--- config.mk ---
export PLATFORM = sky130hd
export DESIGN_NAME = lap_stopwatch_core
export DESIGN_NICKNAME = d
export VERILOG_FILES = /design/src/rtl/lap_stopwatch_core.sv
export SDC_FILE = /design/constraint.sdc
export NUM_CORES = 1
export LEC_CHECK = 0
export ABC_CLOCK_PERIOD_IN_PS = 2900
export BUFFER_PORTS_ARGS = -buffer_cell sky130_fd_sc_hd__buf_2
export CORE_MARGIN = 8
export CORE_UTILIZATION = 47
export CTS_BUF_LIST = sky130_fd_sc_hd__clkbuf_4
export DETAILED_ROUTE_END_ITERATION = 16
export PLACE_DENSITY = 0.68
export SYNTH_ARGS = -nofsm -noshare
export SYNTH_HDL_FRONTEND = slang
export SYNTH_SLANG_ARGS = --single-unit
--- constraint.sdc ---
create_clock -name i_clk -period 2.9 [get_ports i_clk]
set_input_delay 0.145 -clock i_clk [delete_from_list [all_inputs] [get_ports i_clk]]
set_output_delay 0.145 -clock i_clk [all_outputs]
set_load 0.01 [all_outputs]
--- src/rtl/lap_stopwatch_core.sv ---
// BCD stopwatch/timer core: up or count-down timing on a 10 ms tick, clamped preset
// load, and a show-ahead lap FIFO with sticky overflow.
module lap_stopwatch_core #(
    parameter int MIN_DIGITS = 1,
    parameter int LAP_DEPTH  = 8,
    parameter int LAP_AW     = 3
) (
    input  logic                          i_clk,
    input  logic                          i_reset,
    input  logic                          i_tick,
    input  logic                          i_start_stop,
    input  logic                          i_clear,
    input  logic                          i_mode,
    input  logic                          i_load,
    input  logic [16+4*MIN_DIGITS-1:0]    i_preset,
    input  logic                          i_lap,
    input  logic                          i_lap_ready,
    output logic [16+4*MIN_DIGITS-1:0]    o_time_out,
    output logic                          o_running,
    output logic                          o_expired,
    output logic                          o_rollover,
    output logic                          o_lap_valid,
    output logic [16+4*MIN_DIGITS-1:0]    o_lap_data,
    output logic [LAP_AW:0]               o_lap_count,
    output logic                          o_lap_overflow,
    output logic [1:0]                    o_state
);
    localparam int TW = 16 + 4 * MIN_DIGITS;
    localparam int ND = TW / 4;

    // Handshake: a lap entry transfers on any rising edge where o_lap_valid && i_lap_ready;
    // o_lap_data is the FIFO head and stays stable until that transfer happens.

    typedef enum logic [1:0] {
        ST_STOPPED = 2'd0,
        ST_RUN     = 2'd1,
        ST_EXPIRED = 2'd2
    } state_t;

    state_t        r_state;
    logic [TW-1:0] r_time;
    logic          r_mode;
    logic          r_rollover;

    logic [TW-1:0] w_inc;
    logic [TW-1:0] w_dec;
    logic [TW-1:0] w_clamped;
    logic          w_carry;
    logic          w_borrow;

    function automatic logic [3:0] digit_max(input int d);
        return (d == 3) ? 4'd5 : 4'd9;
    endfunction

    // Carry and borrow ripple through every digit in one cycle; w_carry left set means wrap.
    always_comb begin
        w_inc     = r_time;
        w_dec     = r_time;
        w_clamped = i_preset;
        w_carry   = 1'b1;
        w_borrow  = 1'b1;
        for (int d = 0; d < ND; d++) begin
            if (w_carry) begin
                if (r_time[4*d +: 4] >= digit_max(d)) begin
                    w_inc[4*d +: 4] = 4'd0;
                end else begin
                    w_inc[4*d +: 4] = r_time[4*d +: 4] + 4'd1;
                    w_carry         = 1'b0;
                end
            end
            if (w_borrow) begin
                if (r_time[4*d +: 4] == 4'd0) begin
                    w_dec[4*d +: 4] = digit_max(d);
                end else begin
                    w_dec[4*d +: 4] = r_time[4*d +: 4] - 4'd1;
                    w_borrow        = 1'b0;
                end
            end
            if (i_preset[4*d +: 4] > digit_max(d)) begin
                w_clamped[4*d +: 4] = digit_max(d);
            end
        end
    end

    always_ff @(posedge i_clk) begin
        if (!i_reset) begin
            r_state    <= ST_STOPPED;
            r_time     <= '0;
            r_mode     <= 1'b0;
            r_rollover <= 1'b0;
        end else begin
            r_rollover <= 1'b0;
            if (i_clear) begin
                r_state <= ST_STOPPED;
                r_time  <= '0;
            end else if (i_load && (r_state != ST_RUN)) begin
                r_state <= ST_STOPPED;
                r_time  <= w_clamped;
            end else begin
                case (r_state)
                    ST_STOPPED: begin
                        // A countdown cannot be started from zero; the mode checked is
                        // the one this start would latch.
                        if (i_start_stop && !(i_mode && (r_time == '0))) begin
                            r_state <= ST_RUN;
                            r_mode  <= i_mode;
                        end
                    end
                    ST_RUN: begin
                        if (i_start_stop) begin
                            r_state <= ST_STOPPED;
                        end
                        if (i_tick) begin
                            if (!r_mode) begin
                                r_time     <= w_inc;
                                r_rollover <= w_carry;
                            end else if ((w_dec == '0) || (r_time == '0)) begin
                                r_time  <= '0;
                                r_state <= ST_EXPIRED;
                            end else begin
                                r_time <= w_dec;
                            end
                        end
                    end
                    ST_EXPIRED: begin
                        r_state <= ST_EXPIRED;
                    end
                    default: begin
                        r_state <= ST_STOPPED;
                    end
                endcase
            end
        end
    end

    logic [TW-1:0]     r_mem [LAP_DEPTH];
    logic [LAP_AW-1:0] r_wr_ptr;
    logic [LAP_AW-1:0] r_rd_ptr;
    logic [LAP_AW:0]   r_count;
    logic              r_overflow;

    logic w_full;
    logic w_empty;
    logic w_pop;
    logic w_push;

    assign w_full  = (r_count == (LAP_AW+1)'(LAP_DEPTH));
    assign w_empty = (r_count == '0);
    assign w_pop   = !w_empty && i_lap_ready;
    // A pop in the same cycle frees the slot, so a full FIFO still accepts the push.
    assign w_push  = i_lap && (!w_full || w_pop);

    always_ff @(posedge i_clk) begin
        if (i_reset && !i_clear && w_push) begin
            r_mem[r_wr_ptr] <= r_time;
        end
    end

    always_ff @(posedge i_clk) begin
        if (!i_reset || i_clear) begin
            r_wr_ptr   <= '0;
            r_rd_ptr   <= '0;
            r_count    <= '0;
            r_overflow <= 1'b0;
        end else begin
            if (w_push) begin
                r_wr_ptr <= r_wr_ptr + LAP_AW'(1);
            end
            if (w_pop) begin
                r_rd_ptr <= r_rd_ptr + LAP_AW'(1);
            end
            case ({w_push, w_pop})
                2'b10:   r_count <= r_count + (LAP_AW+1)'(1);
                2'b01:   r_count <= r_count - (LAP_AW+1)'(1);
                default: r_count <= r_count;
            endcase
            if (i_lap && !w_push) begin
                r_overflow <= 1'b1;
            end
        end
    end

    assign o_time_out     = r_time;
    assign o_running      = (r_state == ST_RUN);
    assign o_expired      = (r_state == ST_EXPIRED);
    assign o_rollover     = r_rollover;
    assign o_lap_valid    = !w_empty;
    assign o_lap_data     = w_empty ? '0 : r_mem[r_rd_ptr];
    assign o_lap_count    = r_count;
    assign o_lap_overflow = r_overflow;
    assign o_state        = r_state;
endmodule

Word-level counts from Yosys, hierarchy flattened
Memories as Yosys holds them, arrays and structs flattened. A register that Yosys moved wholly into a read port is not among the register bits.
Index checks and enable logic that the tools add are counted.
{"block": "totals", "out_inout_bits": 51, "word_cells": 147, "mem_bits_rw": 160, "regBits": 35, "mem_bits_ro": 0, "latch_bits": 0, "memories": 1}
{"name": "r_mem", "depth": 8, "width": 20, "read_ports": 1, "rd_ports_with_merged_regs": 1, "write_ports": 1, "line": "136", "source": "logic [TW-1:0] r_mem [LAP_DEPTH];"}
{"block": "classes", "n_mul": 0, "n_reduce_logical": 42, "eq_ne": 7, "order_cmp": 10, "bitwise_logic": 6, "mux": 55, "shifts": 0, "div_mod_pow": 0, "addsub": 14}
{"operator": "$mux 20", "n": 6}
{"operator": "$mux 4", "n": 23}
{"operator": "$logic_not 20->1", "n": 2}
{"operator": "$add 4x1->4 const B", "n": 6}
{"operator": "$logic_not 4->1", "n": 6}
{"operator": "$sub 4x1->4 const B", "n": 6}
{"operator": "$mux 1", "n": 17}
{"operator": "$ge 4x4->1 const B", "n": 4}
{"operator": "$gt 4x4->1 const B", "n": 4}
{"operator": "$reduce_and 3->1", "n": 4}
{"operator": "$reduce_bool 3->1", "n": 4}
{"operator": "$mux 2", "n": 5}
{"operator": "$logic_and 1x1->1", "n": 8}
{"operator": "$pmux 4 s2", "n": 1}
{"operator": "$reduce_or 7->1", "n": 1}
{"operator": "$add 3x1->3 const B", "n": 2}
{"operator": "$logic_not 1->1", "n": 6}
{"operator": "$mux 3", "n": 2}
{"operator": "$not 1->1", "n": 6}
{"operator": "$pmux 2 s3", "n": 1}
{"operator": "$reduce_bool 2->1", "n": 3}
{"operator": "$eq 2x1->1 const B", "n": 2}
{"operator": "$eq 2x2->1 const B", "n": 2}
{"operator": "$eq 4x4->1 const B", "n": 1}
{"operator": "other kinds (10)", "n": 12}

Logic depth before layout (Yosys ltp)
Gate-level depths: netlist of run 1.
{"block": "depth", "ltp_word": 13, "ltp_mapped": 12}

Least setup slack after synthesis of run 1
Ideal clock, no wire load.
{"block": "synth_timing", "path_type": "register to register", "start": "register r_count[1], in the netlist o_lap_count[1]", "end": "memory r_mem[0][0] (netlist name), enable pin", "arrival_ps": 2628, "required_ps": 2478, "setup_slack_ps": -150, "path_stages_with_launch": 6, "synth_period_minus_slack_ps": 3050, "setup_time_ps": 422, "path_buffers": 0, "path_cell_list": "dfxtp_1 nor3_1 nand3b_1 nand2_1 or3_1 nor3_1"}
{"block": "synth_between", "elab_chain_cells": 8}
{"element": "from (decl)", "line": "139", "source": "logic [LAP_AW:0] r_count;"}
{"element": "from (signal assigned)", "line": "173", "source": "2'b10: r_count <= r_count + (LAP_AW+1)'(1);"}
{"element": "from (signal assigned)", "line": "174", "source": "2'b01: r_count <= r_count - (LAP_AW+1)'(1);"}
{"element": "from (signal assigned)", "line": "175", "source": "default: r_count <= r_count;"}
{"element": "$logic_not 4->1", "line": "148", "source": "assign w_empty = (r_count == '0);"}
{"element": "$logic_not 1->1", "line": "149", "source": "assign w_pop = !w_empty && i_lap_ready;"}
{"element": "$logic_and 1x1->1", "line": "149"}
{"element": "$logic_or 1x1->1 *", "line": "151", "source": "assign w_push = i_lap && (!w_full || w_pop);"}
{"element": "$logic_and 1x1->1 *", "line": "151"}
{"element": "$logic_and 1x1->1 *", "line": "154", "source": "if (i_reset && !i_clear && w_push) begin"}
{"element": "$mux 1 *", "line": "154"}
{"element": "$mux 1 (not written as such) *", "line": "155", "source": "r_mem[r_wr_ptr] <= r_time;"}
{"element": "to (decl)", "line": "136"}
Mark *: on every way between the ends. The rest lies on a longest branch, timed or not.

Worst setup path after layout of run 1
{"block": "layout_timing", "start": "register r_time[0], in the netlist o_time_out[0]", "end": "register r_time[5], in the netlist o_time_out[5]"}
{"block": "layout_between", "elab_chain_cells": 13}
{"element": "from (decl)", "line": "41", "source": "logic [TW-1:0] r_time;"}
{"element": "from (signal assigned)", "line": "98", "source": "r_time <= w_clamped;"}
{"element": "from (signal assigned)", "line": "115", "source": "r_time <= w_inc;"}
{"element": "from (signal assigned)", "line": "121", "source": "r_time <= w_dec;"}
{"element": "$logic_not 4->1", "line": "72", "source": "if (r_time[4*d +: 4] == 4'd0) begin"}
{"element": "$mux 1", "line": "72"}
{"element": "$mux 1 (3 in a row)", "line": "71", "source": "if (w_borrow) begin"}
{"element": "$mux 4", "line": "71"}
{"element": "$logic_not 20->1", "line": "117", "source": "end else if ((w_dec == '0) || (r_time == '0)) begin"}
{"element": "$logic_or 1x1->1", "line": "117"}
{"element": "$mux 20", "line": "117"}
{"element": "$mux 20", "line": "114", "source": "if (!r_mode) begin"}
{"element": "$mux 20", "line": "113", "source": "if (i_tick) begin"}
{"element": "$mux 20", "line": "100", "source": "case (r_state)"}
{"element": "$mux 20", "line": "96", "source": "end else if (i_load && (r_state != ST_RUN)) begin"}
Parallel ways exist; a longest one is shown, timed or not. The select of a mux whose other input is x is not followed.
A chain may end at the register's enable or synchronous reset.

==> Implementation_results.wiki, run 1 <==
{| class="wikitable"
! Metric !! Value
|-
| Fraction of synthesis flops using an asynchronous set or reset pin || 0%
|-
| Power per cell area || 465 nW/um^2
|-
| Iteration count of the initial detailed-routing pass || 5
|-
| Count of boundary I/O pins || 80
|-
| Synthesized netlist cell count || 686
|-
| Relative contribution of sequential cells to total power || 62.6%
|-
| Internal Dissipation || 3.67 mW
|-
| Worst hold-check path type || in -> reg
|-
| Finish-stage setup viols || 0
|-
| Type of the worst setup path || reg -> reg
|-
| Number of slew-limit violations in the final report || 0
|-
| N_diodes || 0
|-
| Total wire length || 22800 um
|-
| Count of flip-flops with a built-in enable after synthesis || 160
|-
| Cell variety after synth || 65
|-
| Global route total overflow || 0
|-
| Maximum clock frequency || 0.362 GHz
|-
| Post-synth top flop || sky130_fd_sc_hd__edfxtp_1
|-
| Worst slew margin relative to its limit || 57.7%
|-
| Total Die Area || 24400 um^2
|-
| Clock latency reported for the late side of the worst-skew pair || 560 ps
|-
| Part of the Yosys area used for sequential elements || 60.3%
|-
| TritonCTS clock tree || done
|-
| Type of destination of the critical path || flop
|-
| Maximum number of pins on one net before global-route repair || 41
|-
| Vias in the first global route || 6565
|-
| Cell depth of the worst flop-to-flop path || 9
|-
| Synth warn || 0
|-
| Synthesized area divided by synthesized cell count || 13.5 um^2
|-
| Unrepaired setup endpoints after global routing || no
|-
| Share of power burned in combinational logic || 11.6%
|-
| Highest fanout seen on the critical path || 9
|-
| Net switching share of the total power || 26.0%
|-
| Clock sink total || 198
|-
| Critical path arrival || 3210 ps
|-
| Buffer cell driving the clock tree root || sky130_fd_sc_hd__clkbuf_4
|-
| Routability congestion estimate || 0.926
|-
| Post-route worst setup slack || 140 ps
|-
| Area leader, netlist || sky130_fd_sc_hd__edfxtp_1
|-
| All-layer global routing usage || 19.0%
|-
| Final clock period utilization by the worst path || 95.2%
|-
| Dpl cell area || 10200 um^2
|-
| Die height || 156 um
|-
| DR DRC count || 0
|-
| Signed area change from the synthesized netlist to the final layout || 15.6%
|-
| Share of final-layout standard cells stronger than drive strength 1 || 26.5%
|-
| Total of flip-flops plus latches after synthesis || 198
|-
| Worst EP required || 3350 ps
|-
| Number of stages on the worst hold path || 5
|-
| VDD IR-drop max || 207 uV
|-
| Remaining antenna violation count || 0
|-
| Num CTS Buffers || 17
|-
| Final hold violation count || 0
|-
| Max_cap viols || 0
|-
| Num rows || 51
|-
| Detailed-route vias per instance || 5.86
|-
| End-of-flow core utilization || 55.0%
|-
| Finished layout cell area || 10700 um^2
|-
| Element type at the critical path start || flop
|-
| Area contributors post-synth || sky130_fd_sc_hd__edfxtp_1 52%, sky130_fd_sc_hd__mux4_2 9.8%, sky130_fd_sc_hd__dfxtp_1 8.2%
|-
| Synthesized Nets || 736
|-
| Core Footprint || 19400 um^2
|-
| Number of nets in the layout || 867
|-
| Worst slack, placed || 141 ps
|-
| Part of the total power dissipated in the clock network || 25.8%
|-
| DPL Wire Length || 15000 um
|-
| Sum Neg Setup Slack || 0 ps
|-
| Share of the synthesized area in the top cell type || 52.0%
|-
| Die Wd || 156 um
|-
| Netlist Area Pre-Place || 9230 um^2
|-
| Initial DRC Count || 479
|-
| Net switching power figure || 1.29 mW
|-
| Quantity of I/O buffers inserted on ports || 79
|-
| Worst-Margin Slew || 634 ps
|-
| Outcome || completed
|-
| Wire length of the first global-routing pass || 35800 um
|-
| Antenna violations before repair || 0
|-
| Routed len/inst || 20.9 um
|-
| Final min period || 2760 ps
|-
| Final clock skew || 26.3 ps
|-
| Initial Utilization || 47.6%
|-
| CTS H-tree lvls || 4
|-
| Post-CTS setup buffer count || 0
|-
| Static leakage || 3.86 nW
|-
| CTS max path bufs || 2
|-
| Total vias in the final route || 6415
|-
| Reg clk slew, reported paths || 160 ps
|}
[state kept, by name (all words and copies together) (netlist names), named ones only]
| name | flops |
|---|---|
| o_lap_count | 4 |
| r_mode | 1 |
| r_rd_ptr | 3 |
| r_mem | 160 |
| o_rollover | 1 |
| r_wr_ptr | 3 |
| o_lap_overflow | 1 |
| o_time_out | 20 |
| o_state | 2 |
[Yosys cell counts (3+ instances only)]
master / number
sky130_fd_sc_hd__nor3b_1: 6
sky130_fd_sc_hd__xnor2_1: 3
sky130_fd_sc_hd__o211ai_1: 10
sky130_fd_sc_hd__buf_1: 7
sky130_fd_sc_hd__buf_6: 3
sky130_fd_sc_hd__o22ai_1: 4
sky130_fd_sc_hd__nand3_1: 16
sky130_fd_sc_hd__mux4_2: 40
sky130_fd_sc_hd__inv_1: 22
sky130_fd_sc_hd__nand3b_1: 4
sky130_fd_sc_hd__xor2_1: 7
sky130_fd_sc_hd__or3_1: 4
sky130_fd_sc_hd__o21bai_1: 5
sky130_fd_sc_hd__mux2i_1: 23
sky130_fd_sc_hd__a211oi_1: 4
sky130_fd_sc_hd__ha_1: 20
sky130_fd_sc_hd__nand2_1: 38
sky130_fd_sc_hd__nor4_1: 3
sky130_fd_sc_hd__a21oi_1: 39
sky130_fd_sc_hd__a311oi_1: 3
sky130_fd_sc_hd__dfxtp_1: 38
sky130_fd_sc_hd__o21a_1: 3
sky130_fd_sc_hd__or3b_2: 4
sky130_fd_sc_hd__a31oi_1: 7
sky130_fd_sc_hd__nand2b_1: 12
sky130_fd_sc_hd__o221ai_1: 3
sky130_fd_sc_hd__nand4_1: 9
sky130_fd_sc_hd__edfxtp_1: 160
sky130_fd_sc_hd__clkbuf_1: 24
sky130_fd_sc_hd__nor2b_1: 5
sky130_fd_sc_hd__nor2_1: 65
sky130_fd_sc_hd__buf_2: 5
sky130_fd_sc_hd__nor3_1: 14
sky130_fd_sc_hd__o21ai_0: 33
[per-layer routing]
metal	part of all wire [%]	track usage, %	vias up	wire, um
met5	0	0	-	0
met1	43	24.0	3229	9830
met3	5.4	3.93	36	1240
met2	49	32.2	230	11300
met4	2.2	6.13	0	514
li1	-	-	2920	-
[final cells by class]
class	count	area [um^2]
Tap cell	265	332
Timing Repair Buffer	151	1010
Sequential cell	198	5570
Clock buffer	18	135
Multi-Input combinational cell	427	3450
Fill cell	1645	8720
Inverter	22	82.6
Clock inverter	14	101
[worst paths after layout]
check                 from             to  slack [ps]
max          o_time_out[0]  o_time_out[5]         140
min            i_preset[9]  o_time_out[9]          80
max reg2reg  o_time_out[0]  o_time_out[5]         140
min reg2reg    r_rd_ptr[1]           flop         500
[power groups by stage]
stage,clock network (mW),logic [mW],registers [mW]
2_1_floorplan,0,0.323,3.18
3_3_place_gp,0,0.529,3.16
3_5_place_dp,0,0.541,3.17
4_1_cts,1.31,0.569,3.10
5_1_grt,1.41,0.629,3.11
6_report,1.28,0.577,3.10
[metrics by stage]
step	std cells	hold slack [ps]	power (mW)
global placement	1038	398	3.69
global route	1095	35.0	5.15
finish	1095	77.0	4.96
detailed placement	1038	411	3.71
CTS	1095	9.12	4.98
floorplan	686	273	3.50
[logic make-up (layout without fill, tap and decap cells)]
family / count (synthesis) / in the layout / synth area share (%)
AOI/OAI and AO/OA: 139 / 139 / 10.1
xor gates and xnor gates: 10 / 10 / 0.949
adders and majority gates: 21 / 21 / 2.93
buffers and inverters: 61 / 205 / 2.79
DFF: 198 / 198 / 60.3
muxes: 63 / 63 / 12.3
and+or+nand+nor: 194 / 194 / 10.7
[placed cells by master, fill, tap and decap left out, drive strengths merged, types with 4 or more instances in the layout]
| master | instances |
|---|---|
| o22ai | 4 |
| a21oi | 39 |
| a31oi | 7 |
| mux2i | 23 |
| nor3b | 6 |
| nand4 | 10 |
| buf | 126 |
| nor4 | 4 |
| mux4 | 40 |
| clkinv | 8 |
| o21ai | 33 |
| edfxtp | 160 |
| nor2b | 5 |
| nor2 | 65 |
| xor2 | 7 |
| clkbuf | 18 |
| dfxtp | 38 |
| dlygate4sd3 | 25 |
| o211ai | 10 |
| ha | 20 |
| nor3 | 15 |
| o21bai | 5 |
| or3 | 4 |
| nand3b | 4 |
| a211oi | 4 |
| inv | 26 |
| nand2 | 39 |
| nand3 | 16 |
| nand2b | 12 |
| or3b | 6 |
[worst max-delay path, stage by stage (launching register included)]
cell and delay [ps]:
sky130_fd_sc_hd__dfxtp_1 350, sky130_fd_sc_hd__inv_1 70, sky130_fd_sc_hd__ha_1 310, sky130_fd_sc_hd__or3b_4 490
sky130_fd_sc_hd__nor4_4 320, sky130_fd_sc_hd__nand2_2 110, sky130_fd_sc_hd__a2111oi_4 410, sky130_fd_sc_hd__nand4_4 260
sky130_fd_sc_hd__a41oi_2 270, sky130_fd_sc_hd__a311oi_1 70
[what timing repair did]
item,CTS,global route
resized for setup,0,2
hold buffers,25,0
hold endpoints to repair,26,0
setup endpoints to repair,0,14
(Power assumes the default switching activity.)
==> run 2: changes to the inputs <==
Settings changed: ABC_CLOCK_PERIOD_IN_PS 2900 to 2340.
Clock period 2.9 ns to 2.34 ns, I/O delays scaled along.
==> run 2 against run 1 <==
Clock power increased by 42%. The flow now finishes with violations (negative setup slack). Largest power group unchanged. Design area increased by 9.9%. Final cell count is 6.7% higher. Combinational power is 59% higher. Via count increased by 4.1%. Register-to-register slack lost 230 ps. Worst setup slack got worse by 230 ps. Clock-buffer cell count shrank 1. Core utilization up 5.5 points. Die area is the same. Clock skew shrank 1.6 ps.
==> Implementation_results.wiki, run 2 (synthesis gave the netlist of run 1 again) <==
{| class="wikitable"
! Metric !! Value
|-
| Outcome || complete, but fails checks (was completed)
|-
| Violated checks || negative setup slack
|-
| Cell Chain, Critical Path || inv_4 -> ha_4 -> nor3b_1 -> buf_4 -> buf_4 -> a311oi_2 -> a21oi_2 -> a2111oi_4 -> nand4_4 -> a31oi_1 -> a211oi_1 (was inv_1 -> ha_1 -> or3b_4 -> nor4_4 -> nand2_2 -> a2111oi_4 -> nand4_4 -> a41oi_2 -> a311oi_1)
|-
| Final min period || 2430 ps (was 2760 ps)
|-
| CTS H-tree lvls || 4 (unchanged)
|-
| DPL Wire Length || 15400 um (was 15000 um)
|-
| Num rows || 51 (unchanged)
|-
| Die height || 156 um (unchanged)
|-
| CTS max path bufs || 2 (unchanged)
|-
| Maximum number of pins on one net before global-route repair || 41 (unchanged)
|-
| Type of destination of the critical path || flop (unchanged)
|-
| Die Wd || 156 um (unchanged)
|-
| Number of nets in the layout || 939 (was 867)
|-
| Delay of the slowest cell on the worst path || 400 ps (was 490 ps)
|-
| Num CTS Buffers || 17 (unchanged)
|-
| End-of-flow core utilization || 60.5% (was 55.0%)
|-
| Quantity of I/O buffers inserted on ports || 79 (unchanged)
|-
| Antenna violations before repair || 1 (was 0)
|-
| Final clock skew || 24.8 ps (was 26.3 ps)
|-
| Register bank with the most flops || r_mem (unchanged)
|-
| Routed len/inst || 20.7 um (was 20.9 um)
|-
| Max_cap viols || 0 (unchanged)
|-
| Unrepaired setup endpoints after global routing || yes (was no)
|-
| Core Footprint || 19400 um^2 (unchanged)
|-
| Initial Utilization || 47.6% (unchanged)
|-
| Clock latency reported for the late side of the worst-skew pair || 590 ps (was 560 ps)
|-
| DR DRC count || 0 (unchanged)
|-
| Total Die Area || 24400 um^2 (unchanged)
|-
| Worst slack, placed || -147 ps (was 141 ps)
|-
| Final hold slack || 53.2 ps (was 77.0 ps)
|-
| CP bufs+invs || 3 (was 1)
|-
| Routability congestion estimate || 0.904 (was 0.926)
|-
| Vias in the first global route || 6909 (was 6565)
|-
| Static leakage || 4.36 nW (was 3.86 nW)
|-
| Max reg flops || 160 (unchanged)
|-
| Clock sink total || 198 (unchanged)
|-
| Remaining antenna violation count || 0 (unchanged)
|-
| Initial DRC Count || 672 (was 479)
|-
| Worst EP required || 2830 ps (was 3350 ps)
|-
| Slowest stage cell, crit path || sky130_fd_sc_hd__dfxtp_4 (was sky130_fd_sc_hd__or3b_4)
|-
| Wire length of the first global-routing pass || 37000 um (was 35800 um)
|-
| Number of slew-limit violations in the final report || 0 (unchanged)
|-
| Leading cell types in the layout, fill and taps excluded || 160 x sky130_fd_sc_hd__edfxtp_1, 98 x sky130_fd_sc_hd__buf_4, 79 x sky130_fd_sc_hd__buf_2 (was 160 x sky130_fd_sc_hd__edfxtp_1, 79 x sky130_fd_sc_hd__buf_2, 60 x sky130_fd_sc_hd__nor2_1)
|-
| Highest fanout seen on the critical path || 7 (was 9)
|-
| Type of the worst setup path || reg -> reg (unchanged)
|-
| Worst-Margin Slew || 689 ps (was 634 ps)
|-
| VDD IR-drop max || 293 uV (was 207 uV)
|-
| Kind of cell with the highest combined delay on the critical path || compound AO/OA/AOI/OAI gates (was simple AND/OR/NAND/NOR gates)
|-
| Iteration count of the initial detailed-routing pass || 4 (was 5)
|-
| Most common cell after layout, fill and taps aside || sky130_fd_sc_hd__edfxtp_1 (unchanged)
|-
| Post-route worst setup slack || -93.4 ps (was 140 ps)
|-
| Final clock period utilization by the worst path || 104% (was 95.2%)
|-
| All-layer global routing usage || 19.8% (was 19.0%)
|-
| Critical path arrival || 2920 ps (was 3210 ps)
|-
| Final hold violation count || 0 (unchanged)
|-
| Worst hold-check path type || in -> reg (unchanged)
|-
| Count of boundary I/O pins || 80 (unchanged)
|-
| Reg2reg setup slack || -90 ps (was 140 ps)
|-
| Detailed-route vias per instance || 5.71 (was 5.86)
|-
| Share of final-layout standard cells stronger than drive strength 1 || 36.9% (was 26.5%)
|-
| Filler instances || 1541 (was 1645)
|-
| Reg clk slew, reported paths || 170 ps (was 160 ps)
|-
| Power per cell area || 561 nW/um^2 (was 465 nW/um^2)
|-
| Global route total overflow || 0 (unchanged)
|-
| Most frequent cell on the critical path || sky130_fd_sc_hd__buf_4
|-
| Total vias in the final route || 6675 (was 6415)
|-
| Buffer cell driving the clock tree root || sky130_fd_sc_hd__clkbuf_4 (unchanged)
|-
| Maximum clock frequency || 0.411 GHz (was 0.362 GHz)
|-
| Finish-stage setup viols || 14 (was 0)
|-
| Signed area change from the synthesized netlist to the final layout || 27.1% (was 15.6%)
|-
| Element type at the critical path start || flop (unchanged)
|-
| TritonCTS clock tree || done (unchanged)
|-
| Total wire length || 24200 um (was 22800 um)
|-
| Worst slew margin relative to its limit || 54.0% (was 57.7%)
|}
## run 2: worst paths after layout
kind,cells past startpoint,endpoint,startpoint
worst min register to register,2,r_rd_ptr[1],r_rd_ptr[1]
worst max-delay path,11,o_time_out[14],o_time_out[5]
worst min-delay path,5,o_time_out[17],i_preset[17]
worst max register to register,11,o_time_out[14],o_time_out[5]
## run 2: tightest hold or removal path: cells and delay by family
kind | cells | cell delay, ps
compound gates | 4 | 380
buf+inv | 1 | 110
## run 2: per-layer routing
| layer | wire length, um | vias to the layer above | track usage (%) |
|---|---|---|---|
| li1 | - | 3066 | - |
| met1 | 10100 | 3355 | 24.2 |
| met2 | 12400 | 216 | 34.6 |
| met3 | 1260 | 38 | 3.80 |
| met4 | 433 | 0 | 6.13 |
| met5 | 0 | - | 0 |
## run 2: final cells by class
type,instances,area (um^2),area share (%)
flip-flops and latches,198,5590,47.6
multi-input cells,427,3660,31.2
repair buffers,223,1780,15.1
well taps,265,332,2.83
clock inverters,15,158,1.34
clock buffers,17,128,1.09
inverters,22,87.6,0.747
diodes,1,2.50,0.0213
## run 2: metrics by stage
step | power [mW] | cells | cell area [um^2] | TNS [ps]
2_1_floorplan | 4.36 | 686 | 9320 | -11880
6_report | 6.58 | 1168 | 11700 | -602
4_1_cts | 6.56 | 1156 | 11500 | -245
5_1_grt | 6.85 | 1168 | 11700 | -4180
3_3_place_gp | 4.66 | 1083 | 10600 | -553
3_5_place_dp | 4.68 | 1083 | 10600 | -1240
## run 2: where the power goes
part | switching (mW) | internal (mW) | leakage, nW
Combinational | 0.485 | 0.435 | 2.31
Clock | 1.24 | 0.572 | 0.152
Sequential | 0.0350 | 3.81 | 1.90
Total | 1.76 | 4.82 | 4.36
## run 2: repair_timing
item | in CTS | in global routing
cloned | 3 | 4
gates resized for setup | 32 | 24
endpoints found under the hold margin | 31 | 0
hold buffers | 30 | 0
pin swaps | 12 | 27
endpoints found under the setup margin | 36 | 41
setup buffers | 9 | 8
==> run 3: changes to the inputs <==
Settings changed: ABC_AREA set to 1, ABC_CLOCK_PERIOD_IN_PS 2340 to 2400, PLACE_DENSITY 0.68 to 0.65.
Clock period 2.34 ns to 2.4 ns, I/O delays scaled along.
==> run 3 against run 2 <==
The run now ends clean. First-iteration DRC count rose by 13%. Synthesized area rose by 2.3%. Worst setup slack improved by 240 ps. Combinational power rose by 14%. Power rose by 3.6%. Largest cell class unchanged.
==> Implementation_results.wiki, run 3 <==
{| class="wikitable"
! Metric !! Value
|-
| Outcome || completed (was complete, but fails checks)
|-
| All-layer global routing usage || 20.2% (was 19.8%)
|-
| Routed len/inst || 17.6 um (was 20.7 um)
|-
| Register bank with the most flops || r_mem (unchanged)
|-
| Number of slew-limit violations in the final report || 0 (unchanged)
|-
| Synthesized netlist cell count || 974 (was 686)
|-
| Signed area change from the synthesized netlist to the final layout || 20.7% (was 27.1%)
|-
| Element type at the critical path start || flop (unchanged)
|-
| Worst slack, placed || 89.1 ps (was -147 ps)
|-
| Worst-Margin Slew || 545 ps (was 689 ps)
|-
| Clock latency reported for the late side of the worst-skew pair || 590 ps (about the same)
|-
| Worst EP required || 2910 ps (was 2830 ps)
|-
| Remaining antenna violation count || 0 (unchanged)
|-
| Cell variety after synth || 44 (was 65)
|-
| Num rows || 52 (was 51)
|-
| Total vias in the final route || 7603 (was 6675)
|-
| Global route total overflow || 0 (unchanged)
|-
| Total power || 6.82 mW (was 6.58 mW)
|-
| Count of boundary I/O pins || 80 (unchanged)
|-
| Total wire length || 24700 um (was 24200 um)
|-
| Final hold slack || 137 ps (was 53.2 ps)
|-
| Total Die Area || 24900 um^2 (was 24400 um^2)
|-
| Dpl cell area || 10500 um^2 (was 10600 um^2)
|-
| Leading cell types in the layout, fill and taps excluded || 172 x sky130_fd_sc_hd__nor2_1, 160 x sky130_fd_sc_hd__edfxtp_1, 136 x sky130_fd_sc_hd__o21ai_0 (was 160 x sky130_fd_sc_hd__edfxtp_1, 98 x sky130_fd_sc_hd__buf_4, 79 x sky130_fd_sc_hd__buf_2)
|-
| Most frequent cell after synthesis || sky130_fd_sc_hd__nor2_1 (was sky130_fd_sc_hd__edfxtp_1)
|-
| Core Footprint || 20000 um^2 (was 19400 um^2)
|-
| Clock sink total || 198 (unchanged)
|-
| Die Wd || 158 um (was 156 um)
|-
| Critical path arrival || 2770 ps (was 2920 ps)
|-
| Type of destination of the critical path || flop (unchanged)
|-
| End-of-flow core utilization || 57.1% (was 60.5%)
|-
| Max reg flops || 160 (unchanged)
|-
| Post-synth top flop || sky130_fd_sc_hd__edfxtp_1 (unchanged)
|-
| Buffer cell driving the clock tree root || sky130_fd_sc_hd__clkbuf_4 (unchanged)
|-
| Final hold violation count || 0 (unchanged)
|-
| Initial Utilization || 47.3% (was 47.6%)
|-
| Type of the worst setup path || reg -> reg (unchanged)
|-
| Post-route worst setup slack || 144 ps (was -93.4 ps)
|-
| Highest fanout seen on the critical path || 8 (was 7)
|-
| Reg2reg setup slack || 140 ps (was -90 ps)
|-
| Sum Neg Setup Slack || 0 ps (was -602 ps)
|-
| Quantity of I/O buffers inserted on ports || 79 (unchanged)
|-
| Final clock skew || 28.7 ps (was 24.8 ps)
|-
| Max_cap viols || 0 (unchanged)
|-
| Worst slew margin relative to its limit || 63.3% (was 54.0%)
|-
| Initial DRC Count || 759 (was 672)
|-
| Share of the synthesized area in the top cell type || 50.9% (was 52.0%)
|-
| Number of nets in the layout || 1172 (was 939)
|-
| Power per cell area || 598 nW/um^2 (was 561 nW/um^2)
|-
| Final min period || 2260 ps (was 2430 ps)
|-
| TritonCTS clock tree || done (unchanged)
|-
| VDD IR-drop max || 333 uV (was 293 uV)
|-
| Static leakage || 4.32 nW (was 4.36 nW)
|-
| Area contributors post-synth || sky130_fd_sc_hd__edfxtp_1 51%, sky130_fd_sc_hd__dfxtp_1 8.1%, sky130_fd_sc_hd__o21ai_0 7.3% (was sky130_fd_sc_hd__edfxtp_1 52%, sky130_fd_sc_hd__mux4_2 9.8%, sky130_fd_sc_hd__dfxtp_1 8.2%)
|-
| Finished layout cell area || 11400 um^2 (was 11700 um^2)
|-
| Number of stages on the worst hold path || 4 (was 5)
|-
| Cell depth of the worst flop-to-flop path || 11 (unchanged)
|-
| Vias in the first global route || 7140 (was 6909)
|-
| Area leader, netlist || sky130_fd_sc_hd__edfxtp_1 (unchanged)
|-
| Worst hold-check path type || in -> reg (unchanged)
|-
| Part of the Yosys area used for sequential elements || 58.9% (was 60.3%)
|-
| Synthesized area divided by synthesized cell count || 9.70 um^2 (was 13.5 um^2)
|-
| CTS H-tree lvls || 4 (unchanged)
|-
| Die height || 158 um (was 156 um)
|-
| DR DRC count || 0 (unchanged)
|-
| Total of flip-flops plus latches after synthesis || 198 (unchanged)
|-
| Leading cell types by count after synthesis || 178 x sky130_fd_sc_hd__nor2_1, 160 x sky130_fd_sc_hd__edfxtp_1, 137 x sky130_fd_sc_hd__o21ai_0 (was 160 x sky130_fd_sc_hd__edfxtp_1, 65 x sky130_fd_sc_hd__nor2_1, 40 x sky130_fd_sc_hd__mux4_2)
|-
| Antenna violations before repair || 1 (unchanged)
|-
| Share of final-layout standard cells stronger than drive strength 1 || 20.6% (was 36.9%)
|-
| Synthesized Nets || 1024 (was 736)
|-
| Filler instances || 1759 (was 1541)
|-
| Most common cell after layout, fill and taps aside || sky130_fd_sc_hd__nor2_1 (was sky130_fd_sc_hd__edfxtp_1)
|-
| DPL Wire Length || 15600 um (was 15400 um)
|-
| Num CTS Buffers || 17 (unchanged)
|-
| Iteration count of the initial detailed-routing pass || 5 (was 4)
|-
| Post-layout instance count excluding filler cells || 1406 (was 1168)
|-
| Count of flip-flops with a built-in enable after synthesis || 160 (unchanged)
|-
| Reg clk slew, reported paths || 160 ps (was 170 ps)
|-
| Netlist Area Pre-Place || 9450 um^2 (was 9230 um^2)
|-
| Synth warn || 0 (unchanged)
|-
| Maximum clock frequency || 0.443 GHz (was 0.411 GHz)
|-
| Routability congestion estimate || 0.944 (was 0.904)
|-
| Maximum number of pins on one net before global-route repair || 41 (unchanged)
|-
| Wire length of the first global-routing pass || 38600 um (was 37000 um)
|-
| Cell Count Post-Placement || 1331 (was 1083)
|-
| Finish-stage setup viols || 0 (was 14)
|-
| Final clock period utilization by the worst path || 94.0% (was 104%)
|-
| CTS max path bufs || 2 (unchanged)
|-
| Fraction of synthesis flops using an asynchronous set or reset pin || 0% (unchanged)
|-
| Detailed-route vias per instance || 5.41 (was 5.71)
|}
## run 3: cell types whose count changed after synthesis, sizes merged, moves of 13 or more
cell,previous run,this run
nor2,65,187
o21ai,33,140
nand2,39,134
inv,22,67
mux4,40,0
nand3,16,41
mux2i,23,0
a31oi,7,27
o22ai,4,21
clkbuf,24,37
## run 3: logic make-up (layout without fill, tap and decap cells)
| family | Yosys count | in the layout | synth area share [%] |
|---|---|---|---|
| AND/OR/NAND/NOR | 384 | 384 | 17.9 |
| XOR/XNOR | 11 | 11 | 1.02 |
| adder cells (fa/ha/maj) | 21 | 21 | 2.86 |
| buffers and inverters | 114 | 275 | 4.94 |
| other | 0 | 1 | 0 |
| flip-flops | 198 | 198 | 58.9 |
| AO/OA/AOI/OAI | 246 | 246 | 14.3 |
## run 3: layout make-up
class                           count  area (um^2)  area share, %
Sequential cell                   198         5570           48.9
Inverter                           68          274           2.40
Clock buffer                       19          143           1.25
Tap cell                          270          338           2.96
Multi-Input combinational cell    662         3490           30.6
Antenna cell                        1         2.50         0.0219
Timing Repair Buffer              175         1390           12.2
Clock inverter                     13          198           1.73
## run 3: critical path, cell delays in order, from the launching register on
cell and delay [ps]:
sky130_fd_sc_hd__dfxtp_1 340, sky130_fd_sc_hd__inv_1 140, sky130_fd_sc_hd__ha_4 200, sky130_fd_sc_hd__nand2_1 160, sky130_fd_sc_hd__nor2_4 250, sky130_fd_sc_hd__nand2_1 70
sky130_fd_sc_hd__nand2_1 90, sky130_fd_sc_hd__nand2_1 50, sky130_fd_sc_hd__a21oi_1 130, sky130_fd_sc_hd__a21oi_1 50, sky130_fd_sc_hd__dlygate4sd3_1 570, sky130_fd_sc_hd__a21oi_1 110
## run 3: where the power goes
part / internal, mW / switching (mW)
Sequential: 3.73 / 0.0340
Combinational: 0.396 / 0.658
Clock: 0.866 / 1.14
Total: 4.99 / 1.83
## run 3: timing repair
action,4_1_cts,5_1_grt
buffers inserted,2,3
cloned,1,1
endpoints found under the setup margin,21,34
hold buffers,35,0
pin swaps,0,3
resized for setup,5,22
hold endpoints to repair,33,0
## run 3: path summary, 6_finish.rpt
path,end,start
max reg2reg,o_time_out[9],o_time_out[0]
min reg2reg,o_lap_overflow,o_lap_overflow
max,o_time_out[9],o_time_out[0]
min,o_time_out[13],i_preset[13]
## run 3: routing by layer
| metal | routed length, um | track usage [%] | vias up | share of wire, % |
|---|---|---|---|---|
| met3 | 1580 | 3.77 | 44 | 6.4 |
| met1 | 11100 | 26.4 | 3604 | 45 |
| met2 | 11500 | 32.8 | 261 | 47 |
| met5 | 0 | 0 | - | 0 |
| met4 | 548 | 7.62 | 0 | 2.2 |
| li1 | - | - | 3694 | - |
